`src/rtl/crc32_pkg.sv`:
```
// crc32_pkg: shared constants and FSM state type for the CRC-32 stream controller.
//   CRC32_POLY    reflected IEEE 802.3 polynomial
//   CRC32_INIT    register seed for the first byte of a frame
//   CRC32_RESIDUE raw register value left by a frame that carries its own valid CRC
package crc32_pkg;

    localparam logic [31:0] CRC32_POLY    = 32'hEDB88320;
    localparam logic [31:0] CRC32_INIT    = 32'hFFFFFFFF;
    localparam logic [31:0] CRC32_RESIDUE = 32'hDEBB20E3;

    typedef enum logic [1:0] {
        IDLE,
        RUN,
        DONE
    } state_t;

endpackage

```
`src/rtl/crc32_byte_step.sv`:
```
// crc32_byte_step: combinational single-byte CRC-32 update (LSB first, reflected).
// Ports:
//   crc_in  [31:0]  running raw CRC register
//   data    [7:0]   message byte
//   crc_out [31:0]  register after absorbing the byte
module crc32_byte_step
    import crc32_pkg::*;
(
    input  logic [31:0] crc_in,
    input  logic [7:0]  data,
    output logic [31:0] crc_out
);

    logic [31:0] c;

    always_comb begin
        c = crc_in ^ {24'h0, data};
        for (int i = 0; i < 8; i++) begin
            c = (c >> 1) ^ (c[0] ? CRC32_POLY : 32'h0);
        end
        crc_out = c;
    end

endmodule

```
`src/rtl/crc32_stream_ctrl.sv`:
```
// crc32_stream_ctrl: framed byte-stream CRC-32 engine with valid/ready in and out.
// Optional build macro: CRC32_CHECK_EN adds out_ok (frame residue check).
// Ports:
//   clk, rst                  clock, synchronous active-high reset
//   in_valid/in_ready         input byte handshake, in_data byte, in_last marks frame end
//   out_valid/out_ready       result handshake
//   out_crc [31:0]            finished (inverted) CRC of the frame
//   out_len [LEN_W-1:0]       frame byte count, saturating
//   out_ok                    raw register equals the CRC residue (CRC32_CHECK_EN only)
//
// state | meaning
// IDLE  | waiting for the first byte of a frame; CRC seeded from CRC32_INIT
// RUN   | mid-frame, absorbing one byte per accept
// DONE  | result held on out_* until the consumer takes it
module crc32_stream_ctrl
    import crc32_pkg::*;
#(
    parameter int LEN_W = 16
) (
    input  logic             clk,
    input  logic             rst,
    input  logic             in_valid,
    input  logic [7:0]       in_data,
    input  logic             in_last,
    output logic             in_ready,
    output logic             out_valid,
    output logic [31:0]      out_crc,
    output logic [LEN_W-1:0] out_len,
    input  logic             out_ready
`ifdef CRC32_CHECK_EN
    ,
    output logic             out_ok
`endif
);

    localparam logic [LEN_W-1:0] LEN_MAX = '1;

    state_t           state_q, state_d;
    logic [31:0]      crc_q, seed, crc_step;
    logic [LEN_W-1:0] len_q;
    logic             accept;

    always_comb begin
        state_d   = state_q;
        in_ready  = 1'b0;
        out_valid = 1'b0;
        case (state_q)
            IDLE: begin
                in_ready = 1'b1;
                if (in_valid) state_d = in_last ? DONE : RUN;
            end
            RUN: begin
                in_ready = 1'b1;
                if (in_valid && in_last) state_d = DONE;
            end
            DONE: begin
                out_valid = 1'b1;
                if (out_ready) state_d = IDLE;
            end
            default: state_d = IDLE;
        endcase
    end

    assign accept = in_valid && in_ready;
    assign seed   = (state_q == IDLE) ? CRC32_INIT : crc_q;

    crc32_byte_step u_step (
        .crc_in  (seed),
        .data    (in_data),
        .crc_out (crc_step)
    );

    always_ff @(posedge clk) begin
        if (rst) begin
            state_q <= IDLE;
            crc_q   <= CRC32_INIT;
            len_q   <= '0;
        end else begin
            state_q <= state_d;
            if (accept) begin
                crc_q <= crc_step;
                if (state_q == IDLE) begin
                    len_q <= LEN_W'(1);
                end else if (len_q != LEN_MAX) begin
                    len_q <= len_q + LEN_W'(1);
                end
            end
        end
    end

    assign out_crc = ~crc_q;
    assign out_len = len_q;

`ifdef CRC32_CHECK_EN
    assign out_ok = (crc_q == CRC32_RESIDUE);
`endif

endmodule

```
`config.mk`:
```
export PLATFORM = sky130hd
export DESIGN_NAME = crc32_stream_ctrl
export DESIGN_NICKNAME = d
export VERILOG_FILES = /design/src/rtl/crc32_pkg.sv /design/src/rtl/crc32_byte_step.sv /design/src/rtl/crc32_stream_ctrl.sv
export SDC_FILE = /design/constraint.sdc
export NUM_CORES = 1
export LEC_CHECK = 0
export CORE_MARGIN = 2
export CORE_UTILIZATION = 47
export DETAILED_ROUTE_END_ITERATION = 16
export GPL_TIMING_DRIVEN = 0
export PLACE_DENSITY = 0.79
export SETUP_SLACK_MARGIN = 0.02
export SLEW_MARGIN = 15
export SYNTH_ARGS = -nofsm -noshare
export SYNTH_HDL_FRONTEND = slang
export SYNTH_SLANG_ARGS = --single-unit
```
`constraint.sdc`:
```
create_clock -name clk -period 1.9 [get_ports clk]
set_input_delay 0.38 -clock clk [delete_from_list [all_inputs] [get_ports clk]]
set_output_delay 0.38 -clock clk [all_outputs]
set_load 0.02 [all_outputs]
```
==> results by stage <==
Critical path:
- The peak fanout along the critical path is 5.
- Among all stages on the critical path, the largest delay is contributed by or3_4.
- The kind of launch point of the worst setup path is a flop.
- The type of the setup path with the least slack is reg -> reg.
- Together, buffers and inverters on the worst path number 1.
- The critical path data arrival time is 2.25 ns.
- The required time of the critical path is 2.12 ns.
- Across all register-to-register paths, the minimum setup slack is -0.13 ns.
- The kind of capture point of the worst setup path is a flop.
- On the worst path, the slowest cell contributes a delay of 0.43 ns.
- Walking the worst path, the cells encountered are xnor2_4 -> or3_4 -> o211a_4 -> o211ai_1 -> buf_4 -> a21oi_2 -> a311oi_2.
- The kind of cell adding the most delay to the critical path is compound AO/OA/AOI/OAI gates.

Detailed routing:
- The first routing iteration left 212 violations.
- The number of detailed-routing iterations run before antenna repair is 5.
- Once detail routing completed, the nets flagged for antenna violations numbered 0.
- The number of vias after detailed routing is 3187.
- Summed over all layers, the routed wires come to 9820 um.
- The routed length per placed instance is 16.9 um.
- The remaining routing DRC violations is 0.
- After detailed routing, the number of vias per cell comes to 5.49.

Synth:
- The net count after synthesis is 419.
- Among all flip-flop cells after synthesis, the most frequent one is dfxtp_1.
- The number of warning messages in the yosys log is 0.
- The share of flip-flops with an asynchronous set or reset is 0%.
- Yosys mapped a number of flops with a built-in enable equal to 0.
- The combined area of all synthesized cells is 3220 um^2.
- The netlist uses 40 different library cells.
- Counting flops and latches in the post-synthesis netlist gives 50.
- The mean instance size in the synthesized netlist is 7.95 um^2.
- The share of synthesized area occupied by flip-flops and latches is 31.1%.
- The synthesized netlist cell count is 405.

STA:
- The clock skew is 0.00984 ns.
- The highest clock rate is 493 MHz.
- The actual slew at the worst max-slew pin is 0.605 ns.
- The hold violation total from the final report is 0.
- Adding up every negative setup slack in the final design gives -0.537 ns.
- The number of setup violations in the final report is 10.
- The period utilization is 107%.
- The worst slew margin relative to its limit is 59.6%.
- The total count of max-transition violations in the final report is 0.
- Once routing completed, OpenROAD measured the worst setup slack at -0.130 ns.
- The clock period minus worst slack is 2.03 ns.
- Setup repair after global routing could not meet its margin everywhere.

Clock network:
- TritonCTS built the clock tree.
- After clock tree synthesis, the clock-pin slew on the worst setup and hold paths is 0.09 ns.
- TritonCTS created 5 clock buffers.
- The cell sitting at the root of the clock tree is a clkbuf_8.
- Clock latency on the worst-skew pair, taken at its later pin, is 0.31 ns.
- The clock drives 50 sinks.
- No sink is reached through more buffers than the 2 on the longest clock path.
- The depth of the CTS H-tree is 2.

Hold path:
- The min-delay analysis places its worst path in the category in -> reg.

Global routing:
- The via count of the first global-routing pass came to 2862.
- The total overflow reported by the global router is 0.
- The wire length of the first global-routing pass is 13800 um.
- The initial antenna violation count is 0.
- The all-layer global routing usage is 23.4%.
- Entering global routing, the biggest net connects 16 pins.

Pwr:
- Combinational logic burns 48.0% of the power.
- The portion of total power attributed to sequential cells is 32.5%.
- Summed over all cells, the static leakage comes to 1.97 nW.
- Across the VDD grid, the largest voltage drop is 0.000452 V.
- The power density over cell area is 824 nW/um^2.
- In this run the power spent charging and discharging nets is 0.00142 W.
- The relative contribution of the clock network to total power is 19.5%.
- Internal power comes to 0.00246 W.
- In this run switching power makes up 36.5% of total power.

Placement:
- The count of placed standard cells including taps is 542.
- The port buffer count is 57.
- After legalization and detailed placement, the total HPWL measured 6210 um.
- The congestion estimate from routability-driven global placement came to 0.891.

Finish:
- The number of antenna diodes in the final layout is 0.
- Once layout is complete, the cells apart from fillers number 581.
- The area growth from synthesis to layout is 46.3%.
- The net count of the finished layout is 514.
- The fraction of layout instances using a drive strength above 1 is 26.7%.

Run:
- The tool flagged a number of max-cap violations equal to 0.

Floorplanning:
- After floorplanning, the core was divided into 30 placement rows.
- In this run the vertical extent of the chip is 86.8 um.
- The effective utilization at floorplan is 47.9%.
- The horizontal die dimension is 86.8 um.
- The floorplan step defined a die boundary enclosing 7530 um^2.
- The count of boundary I/O pins is 63.
- The core area is 6720 um^2.

Run status:
- The final reports fail on setup timing.
- The flow ran to the end, but the final reports show violations.
state kept, by name, indices dropped and copies added (netlist names):
name	cells
crc_q	32
out_len	16
state_q	2
cell usage in the layout, fill, tap and decap left out, types with 8 or more instances in the layout:
cell,synthesis,final
buf_4,2,30
buf_6,0,9
clkdlybuf4s50_1,0,50
dfxtp_1,50,37
dfxtp_4,0,8
inv_1,37,37
nand2_1,38,36
nor2_1,49,39
o211ai_1,29,29
xnor2_1,79,66
xnor2_2,2,12
xor2_1,20,16
metrics by stage:
step	power (W)	instance area (um^2)	utilization (%)	setup slack (ns)	hold slack (ns)
global placement	0.00268	3940	58.6	-0.576	0.468
finish	0.00388	4710	70.1	-0.130	0.483
global route	0.00405	4710	70.1	-0.202	0.503
CTS	0.00356	4270	63.5	-0.0803	0.482
floorplan	0.00228	3270	-	-0.0599	0.455
detailed placement	0.00270	3940	58.6	-0.619	0.484
power by group through the flow:
| stage | Sequential, W | Clock, W | Combinational [W] |
|---|---|---|---|
| after floorplan | 0.00124 | 0 | 0.00105 |
| after global placement | 0.00126 | 0 | 0.00142 |
| after detailed placement | 0.00126 | 0 | 0.00144 |
| after CTS | 0.00124 | 0.000766 | 0.00156 |
| after global routing | 0.00127 | 0.000800 | 0.00198 |
| final | 0.00126 | 0.000757 | 0.00186 |
worst paths after layout:
| path | to | from | depth (start not counted) |
|---|---|---|---|
| worst max-delay path | crc_q[23] | crc_q[1] | 7 |
| worst min-delay path | crc_q[9] | in_data[7] | 3 |
| worst min register to register | out_len[12] | out_len[12] | 2 |
| worst max register to register | crc_q[23] | crc_q[1] | 7 |
cells in the mapped netlist (all sizes together) (4+ instances only):
cell	count	area share, %
or3	6	1.3
inv	37	4.3
buf	17	2.7
o21ai	11	1.7
nand4	4	0.78
a211o	4	1.1
nor3	7	1.1
nand2	38	4.4
nor2	49	5.7
xnor2	82	23
o211ai	29	6.8
nand3	7	1.1
a21oi	10	1.6
and3	4	0.78
xor2	20	5.4
clkbuf	11	1.3
dfxtp	50	31
timing repair:
| action | 4_1_cts | 5_1_grt |
|---|---|---|
| setup endpoints to repair | 47 | 44 |
| gates resized for setup | 38 | 72 |
| buffers inserted | 14 | 20 |
| hold buffers | 0 | 0 |
| gates cloned | 0 | 1 |
| pin swaps | 20 | 24 |
cells by family (layout without fill, tap and decap cells):
| family | Yosys count | after routing | share of synthesized area [%] |
|---|---|---|---|
| simple gates | 123 | 123 | 17.0 |
| xor+xnor | 103 | 103 | 29.5 |
| buf+inv | 66 | 162 | 8.39 |
| flops | 50 | 50 | 31.1 |
| fa+ha+maj | 1 | 1 | 0.389 |
| compound gates | 62 | 62 | 13.6 |
layout make-up:
| class | count | area [um^2] |
|---|---|---|
| Clock buffer | 5 | 68.8 |
| Timing Repair Buffer | 92 | 855 |
| Inverter | 38 | 143 |
| Fill cell | 482 | 2010 |
| Tap cell | 80 | 100 |
| Clock inverter | 3 | 40.0 |
| Sequential cell | 50 | 1040 |
| Buffer | 24 | 153 |
| Multi-Input combinational cell | 289 | 2310 |
routing by layer:
layer	vias to the layer above	wire length, um	GRT usage, %
met1	1525	3960	28.7
met3	30	552	5.33
met5	-	0	0
met2	132	5060	40.5
met4	0	243	7.95
li1	1500	-	-
worst register-to-register path, stage by stage (launching register included):
cell and delay, ns:
dfxtp_4 0.40, xnor2_4 0.15, or3_4 0.43, o211a_4 0.17, o211ai_1 0.32, buf_4 0.18, a21oi_2 0.05, a311oi_2 0.24
Power figures use the tool's default switching activity.
